$ cat config.mk
export PLATFORM = sky130hd
export DESIGN_NAME = conv_scan_ctrl
export DESIGN_NICKNAME = d
export VERILOG_FILES = /design/src/rtl/conv_ctrl_pkg.sv /design/src/rtl/conv_addr_gen.sv /design/src/rtl/conv_scan_ctrl.sv
export SDC_FILE = /design/constraint.sdc
export NUM_CORES = 1
export LEC_CHECK = 0
export BUFFER_PORTS_ARGS = -buffer_cell sky130_fd_sc_hd__buf_4
export CAP_MARGIN = 30
export CELL_PAD_IN_SITES_DETAIL_PLACEMENT = 2
export CELL_PAD_IN_SITES_GLOBAL_PLACEMENT = 2
export CORE_ASPECT_RATIO = 2
export CORE_MARGIN = 5
export CORE_UTILIZATION = 31
export CTS_CLUSTER_DIAMETER = 200
export DETAILED_ROUTE_END_ITERATION = 8
export MAX_ROUTING_LAYER = met4
export PLACE_DENSITY = 0.85
export SKIP_LAST_GASP = 1
export SLEW_MARGIN = 30
export SYNTH_ARGS = -nofsm -noshare
export SYNTH_HDL_FRONTEND = slang
export SYNTH_HIERARCHICAL = 1
export SYNTH_SLANG_ARGS = --single-unit
$ cat constraint.sdc
create_clock -name clk -period 2.9 [get_ports clk]
set_clock_uncertainty 0.1 [all_clocks]
set_input_delay 0.145 -clock clk [delete_from_list [all_inputs] [get_ports clk]]
set_output_delay 0.145 -clock clk [all_outputs]
set_load 0.1 [all_outputs]
$ cat src/rtl/conv_ctrl_pkg.sv
// Shared types and constants for the 3x3 convolution scan sequencer.
package conv_ctrl_pkg;

  typedef enum logic [2:0] {
    ST_IDLE,
    ST_FETCH,
    ST_DRAIN,
    ST_CONV,
    ST_WAIT,
    ST_OUT,
    ST_FIN
  } state_t;

  localparam int KSIZE       = 3;
  localparam int NUM_TAPS    = KSIZE * KSIZE;
  localparam int FETCH_FULL  = NUM_TAPS;  // pixels fetched for a fresh window
  localparam int FETCH_REUSE = KSIZE;     // pixels fetched when sliding one column

  localparam logic [1:0] K_LAST = 2'(KSIZE - 1);

  // First window column to fetch: skip the columns already held in the
  // window register when sliding.
  function automatic logic [1:0] first_col(input logic reuse);
    return reuse ? 2'(KSIZE - FETCH_REUSE / KSIZE) : 2'(KSIZE - FETCH_FULL / KSIZE);
  endfunction

endpackage

$ cat src/rtl/conv_addr_gen.sv
// Window position and fetch counters; produces the BRAM read address.
// Build option: CONV_WINDOW_REUSE_EN -- when defined, a window that slides
// right within a row fetches only its new rightmost column.
module conv_addr_gen
  import conv_ctrl_pkg::*;
#(
  parameter int IMG_W     = 128,
  parameter int IMG_H     = 128,
  parameter int ADDR_W    = 15,
  parameter int BASE_ADDR = 0,
  parameter int XY_W      = 8
) (
  input  logic              clk,
  input  logic              rst,
  input  logic              init,
  input  logic              step,
  input  logic              advance,
  output logic [ADDR_W-1:0] bram_addr,
  output logic              fetch_valid,
  output logic              last_fetch,
  output logic [XY_W-1:0]   x,
  output logic [XY_W-1:0]   y,
  output logic              last_window
);

`ifdef CONV_WINDOW_REUSE_EN
  localparam logic REUSE = 1'b1;
`else
  localparam logic REUSE = 1'b0;
`endif

  logic [1:0]        c;
  logic [1:0]        r;
  logic [ADDR_W-1:0] addr_cur;
  logic [ADDR_W-1:0] addr_hold;
  logic              last_col;

  // Address of pixel (x+c, y+r), truncated to the BRAM address width.
  assign addr_cur = ADDR_W'(BASE_ADDR)
                  + (ADDR_W'(y) + ADDR_W'(r)) * ADDR_W'(IMG_W)
                  + ADDR_W'(x) + ADDR_W'(c);

  assign last_col    = (x == XY_W'(IMG_W - 3));
  assign last_window = last_col && (y == XY_W'(IMG_H - 3));
  assign fetch_valid = step;
  assign last_fetch  = step && (c == K_LAST) && (r == K_LAST);
  // The address is live while fetching and frozen at the last issued one otherwise.
  assign bram_addr   = step ? addr_cur : addr_hold;

  // Window position and column-major fetch counters.
  always_ff @(posedge clk) begin
    if (rst) begin
      // NOTE: sequential state uses non-blocking assignments so every register
      // samples pre-edge values regardless of statement order.
      x         <= '0;
      y         <= '0;
      c         <= '0;
      r         <= '0;
      addr_hold <= '0;
    end else if (init) begin
      x <= '0;
      y <= '0;
      c <= first_col(1'b0);
      r <= '0;
    end else if (advance) begin
      r <= '0;
      if (last_col) begin
        x <= '0;
        y <= y + XY_W'(1);
        c <= first_col(1'b0);
      end else begin
        x <= x + XY_W'(1);
        c <= first_col(REUSE);
      end
    end else if (step) begin
      addr_hold <= addr_cur;
      if (r == K_LAST) begin
        r <= '0;
        c <= c + 2'd1;
      end else begin
        r <= r + 2'd1;
      end
    end
  end

endmodule

$ cat src/rtl/conv_scan_ctrl.sv
// Scans a 3x3 window across the image, feeds the convolver and streams
// one result per window over a valid/ready interface.
// Build option: CONV_WINDOW_REUSE_EN (see conv_addr_gen) changes fetch
// timing only; results are identical.
module conv_scan_ctrl
  import conv_ctrl_pkg::*;
#(
  parameter int IMG_W     = 128,
  parameter int IMG_H     = 128,
  parameter int ADDR_W    = 15,
  parameter int BASE_ADDR = 0,
  parameter int RES_W     = 20,
  parameter int XY_W      = 8
) (
  input  logic              clk,
  input  logic              rst,
  input  logic              start,
  output logic              busy,
  output logic              done,
  output logic [ADDR_W-1:0] bram_addr,
  output logic              shift_right,
  output logic              start_conv,
  input  logic              done_conv,
  input  logic [RES_W-1:0]  conv_result,
  output logic              out_valid,
  input  logic              out_ready,
  output logic [RES_W-1:0]  out_data,
  output logic [XY_W-1:0]   out_x,
  output logic [XY_W-1:0]   out_y
);

  state_t          state_q, state_d;
  logic            init, step, advance, capture;
  logic            fetch_valid, last_fetch, last_window;
  logic [XY_W-1:0] x, y;

  conv_addr_gen #(
    .IMG_W     (IMG_W),
    .IMG_H     (IMG_H),
    .ADDR_W    (ADDR_W),
    .BASE_ADDR (BASE_ADDR),
    .XY_W      (XY_W)
  ) u_addr_gen (
    .clk         (clk),
    .rst         (rst),
    .init        (init),
    .step        (step),
    .advance     (advance),
    .bram_addr   (bram_addr),
    .fetch_valid (fetch_valid),
    .last_fetch  (last_fetch),
    .x           (x),
    .y           (y),
    .last_window (last_window)
  );

  // State register.
  always_ff @(posedge clk) begin
    if (rst) state_q <= ST_IDLE;
    else     state_q <= state_d;
  end

  // Next-state logic and counter controls.
  always_comb begin
    // NOTE: every signal driven here gets a default first, so no path
    // through the case can leave one unassigned and infer a latch.
    state_d = state_q;
    init    = 1'b0;
    step    = 1'b0;
    advance = 1'b0;
    capture = 1'b0;
    unique case (state_q)
      ST_IDLE: begin
        if (start) begin
          init    = 1'b1;
          state_d = ST_FETCH;
        end
      end
      ST_FETCH: begin
        step = 1'b1;
        if (last_fetch) state_d = ST_DRAIN;
      end
      ST_DRAIN: state_d = ST_CONV;
      ST_CONV:  state_d = ST_WAIT;
      ST_WAIT: begin
        if (done_conv) begin
          capture = 1'b1;
          state_d = ST_OUT;
        end
      end
      ST_OUT: begin
        if (out_ready) begin
          advance = 1'b1;
          state_d = last_window ? ST_FIN : ST_FETCH;
        end
      end
      ST_FIN:  state_d = ST_IDLE;
      default: state_d = ST_IDLE;
    endcase
  end

  assign start_conv = (state_q == ST_CONV);
  assign out_valid  = (state_q == ST_OUT);
  assign done       = (state_q == ST_FIN);
  assign busy       = (state_q != ST_IDLE) && (state_q != ST_FIN);

  // Shift strobe lags each fetch by the BRAM read latency.
  always_ff @(posedge clk) begin
    if (rst) shift_right <= 1'b0;
    else     shift_right <= fetch_valid;
  end

  // Result capture; held until the consumer accepts it.
  always_ff @(posedge clk) begin
    if (rst) begin
      out_data <= '0;
      out_x    <= '0;
      out_y    <= '0;
    end else if (capture) begin
      out_data <= conv_result;
      out_x    <= x;
      out_y    <= y;
    end
  end

endmodule

==> results.sh <==
export IMPL_min_from="out_ready"
export IMPL_cts_tree="built"
export IMPL_slew_headroom_pct=51.64
export IMPL_cts_sinks=75
export IMPL_pre_cts_slack_ns=0.02699
export IMPL_reg2reg_slack_ns=0.28
export IMPL_grt_overflow=0
export IMPL_layout_setup_ws_ns=-0.1323
export IMPL_fmaxAchievable_ghz=0.3298
export IMPL_synth_top_cell_by_area="dfxtp_1"
export IMPL_hold_viol_final=0
export IMPL_insertedDiodeCount=0
export IMPL_ir_drop_mv=0.5663
export IMPL_synth_seq_cells=75
export IMPL_port_buffers=80
export IMPL_ys_types=55
export IMPL_synth_top_area_share_pct=39.67
export IMPL_finalCritPeriodShare_pct=104.6
export IMPL_tightest_slew_ns=0.7246
export IMPL_cp_end_kind="output pin"
export IMPL_die_h_um=166.3
export IMPL_dpl_cell_area_um2=4601
export IMPL_final_nets=627
export IMPL_core_um2=12050
export IMPL_vias=3903
export IMPL_rsz0062_at_grt="yes"
export IMPL_ant_nets=0
export IMPL_cp_arrival_ns=2.79
export IMPL_drtIter0Drc=143
export IMPL_violations="negative setup slack"
export IMPL_layout_drive_gt1_share_pct=29.92
export IMPL_numCtsBuffers=9
export IMPL_h_tree_depth=3
export IMPL_p_leak_nw=2.135
export IMPL_p_per_area_nw_per_um2=817.5
export IMPL_maxCapViolCount=0
export IMPL_clk_pin_slew_worst_paths_ns=0.07
export IMPL_place_inst=695
export IMPL_cp_start_kind="register"
export IMPL_cts_root_buf="clkbuf_16"
export IMPL_syn_area_um2=3785
export IMPL_antenna_found_initial=0
export IMPL_hold_depth=4
export IMPL_r2r_end="u_addr_gen/addr_hold[13]"
export IMPL_die_area_um2=14650
export IMPL_path_max_fanout=3
export IMPL_outcome="finished with violations"
export IMPL_holdPathEnd="state_q[0]"
export IMPL_clk_path_buf_depth=2
export IMPL_worstPathRequired_ns=2.65
export IMPL_ios=81
export IMPL_vias_per_cell=5.260
export IMPL_dp_hpwl_um=10050
export IMPL_clock_latency_ns=0.34
export IMPL_track_usage_pct=21.74
export IMPL_final_area_um2=5370
export IMPL_grt_pass1_vias=4340
export IMPL_synth_seq_area_share_pct=39.67
export IMPL_syn_to_final_growth_pct=41.88
export IMPL_grt_max_degree=58
export IMPL_wl_per_cell_um=21.33
export IMPL_ys_top_cells_by_area="dfxtp_1 40%, nand2_1 11%, a21oi_1 7.3%, nor2_1 4.0%, ha_1 3.3%"
export IMPL_ys_flop_type="dfxtp_1"
export IMPL_start_util_pct=31.40
export IMPL_fillers=1327
export IMPL_die_x_um=88.13
export IMPL_drt_pass1_iterations=4
export IMPL_hold_class="input port to register"
export IMPL_finalSetupViolCount=5
export IMPL_syn_nets=509
export IMPL_layout_min_cycle_time_ns=3.032
export IMPL_timing_worst_setup_path_type="register to output pin"
export IMPL_routed_wirelength_um=15830
export IMPL_rows=57
export IMPL_yosys_warnings=6
export IMPL_reg2reg_depth=10
export IMPL_grt_pass1_wl_um=23740
export IMPL_synth_edf_count=0
export IMPL_drv_slew=0
export IMPL_r2r_start="u_addr_gen/r[0]"
export IMPL_drc=0
export IMPL_gp_congestion=0.8438
export IMPL_fin_cells=742
export IMPL_netlist_instances=472
export IMPL_async_flop_share_pct=0
export IMPL_syn_area_per_cell_um2=8.019
what timing repair did:
action	CTS	global route
hold endpoints to repair	20	0
setup endpoints to repair	7	8
pin swaps	10	5
gates resized for setup	33	13
buffers inserted	8	3
hold buffers	20	0
routing by layer:
metal | up-vias | wire length (um) | global-route usage, %
met4 | 0 | 603 | 9.276
met2 | 107 | 8916 | 40.74
met3 | 39 | 528 | 3.128
li1 | 1821 | - | -
met5 | - | 0 | -
met1 | 1936 | 5776 | 21.31
state kept, by name (all words and copies together), names as in the netlist:
name                  cells
out_y                     8
u_addr_gen/addr_hold     15
u_addr_gen/c              2
u_addr_gen/x              8
out_data                 20
u_addr_gen/r              2
out_x                     8
u_addr_gen/y              8
shift_right               1
state_q                   3
cells in the mapped netlist (6+ instances only):
| cell | instances |
|---|---|
| nor2_1 | 40 |
| nand2_1 | 108 |
| a21oi_1 | 55 |
| ha_1 | 10 |
| clkbuf_1 | 14 |
| nand3_1 | 11 |
| nor3_1 | 9 |
| dfxtp_1 | 75 |
| nand4_1 | 8 |
| o21ai_0 | 8 |
| inv_1 | 13 |
| buf_6 | 6 |
| and3_1 | 6 |
| xor2_1 | 13 |
| xnor2_1 | 14 |
| nor2b_1 | 7 |
final cells by class:
type,count,area [um2],share of cell area [%]
clock buffers,10,229.0,4.264
clock inverters,6,66.31,1.235
inverters,13,48.80,0.9087
multi-input cells,354,2171,40.42
flip-flops and latches,75,1515,28.22
well taps,147,183.9,3.425
repair buffers,137,1156,21.53
worst max-delay path, stage by stage (launching register included):
cell and delay [ns]:
dfxtp_2 0.34, ha_4 0.18, fa_2 0.58, buf_4 0.14, nand2_1 0.09, o41ai_4 0.07
buf_4 0.18, o31ai_2 0.07, or3b_1 0.38, a31o_2 0.24, buf_12 0.17
worst max path at each step:
stage | start | end | slack (ns)
after floorplan | state_q[0] | u_addr_gen/addr_hold[3] | -0.57
after global placement | u_addr_gen/c[0] | bram_addr[12] | 0.13
after detailed placement | u_addr_gen/y[0] | bram_addr[13] | 0.03
after CTS | u_addr_gen/y[0] | bram_addr[13] | -0.07
after global routing | u_addr_gen/y[0] | bram_addr[13] | -0.20
final | u_addr_gen/r[0] | bram_addr[13] | -0.13
cells in the final DEF (no fill, tap or decap), types with 4 or more instances in the layout:
| cell | count |
|---|---|
| buf_4 | 109 |
| nor3_1 | 9 |
| ha_1 | 7 |
| or3_1 | 4 |
| a31oi_1 | 4 |
| or2_2 | 4 |
| nand4_1 | 8 |
| dfxtp_1 | 66 |
| inv_1 | 12 |
| nor2b_1 | 6 |
| xor2_1 | 10 |
| and2_1 | 5 |
| a21o_1 | 4 |
| nand2_1 | 107 |
| dlygate4sd3_1 | 20 |
| dfxtp_2 | 8 |
| and3_1 | 6 |
| o21ai_0 | 7 |
| a21oi_1 | 52 |
| nand3_1 | 10 |
| nor2_1 | 40 |
| mux2_2 | 4 |
| clkbuf_16 | 9 |
| buf_12 | 5 |
| xnor2_1 | 14 |
cells by family (layout without fill, tap and decap cells):
kind of cell	count (synthesis)	count (layout)	synth area share, %
AND/OR/NAND/NOR	219	219	27.40
AO/OA/AOI/OAI	89	89	13.88
flip-flops	75	75	39.67
buffers and inverters	43	166	6.281
XOR/XNOR	27	27	6.248
adder cells (fa/ha/maj)	12	12	4.364
multiplexers	7	7	2.149
metrics by stage:
stage / hold slack (ns) / TNS [ns] / power, mW / util [%]
4_1_cts: 0.1315 / -0.1337 / 4.375 / 43.95
5_1_grt: 0.2005 / -0.7225 / 4.584 / 44.56
3_5_place_dp: 0.3074 / 0 / 3.178 / 38.17
6_report: 0.1758 / -0.4349 / 4.390 / 44.56
2_1_floorplan: 0.1810 / -3.771 / 2.740 / -
3_3_place_gp: 0.2946 / 0 / 3.109 / 38.17
power by group:
| part | internal [mW] | total [mW] | leakage, nW | switching (mW) |
|---|---|---|---|---|
| Combinational | 0.490 | 2.00 | 1.39 | 1.52 |
| Sequential | 1.13 | 1.24 | 0.611 | 0.104 |
| Clock | 0.667 | 1.15 | 0.135 | 0.483 |
Note: power is estimated with default switching activity, not from simulation.
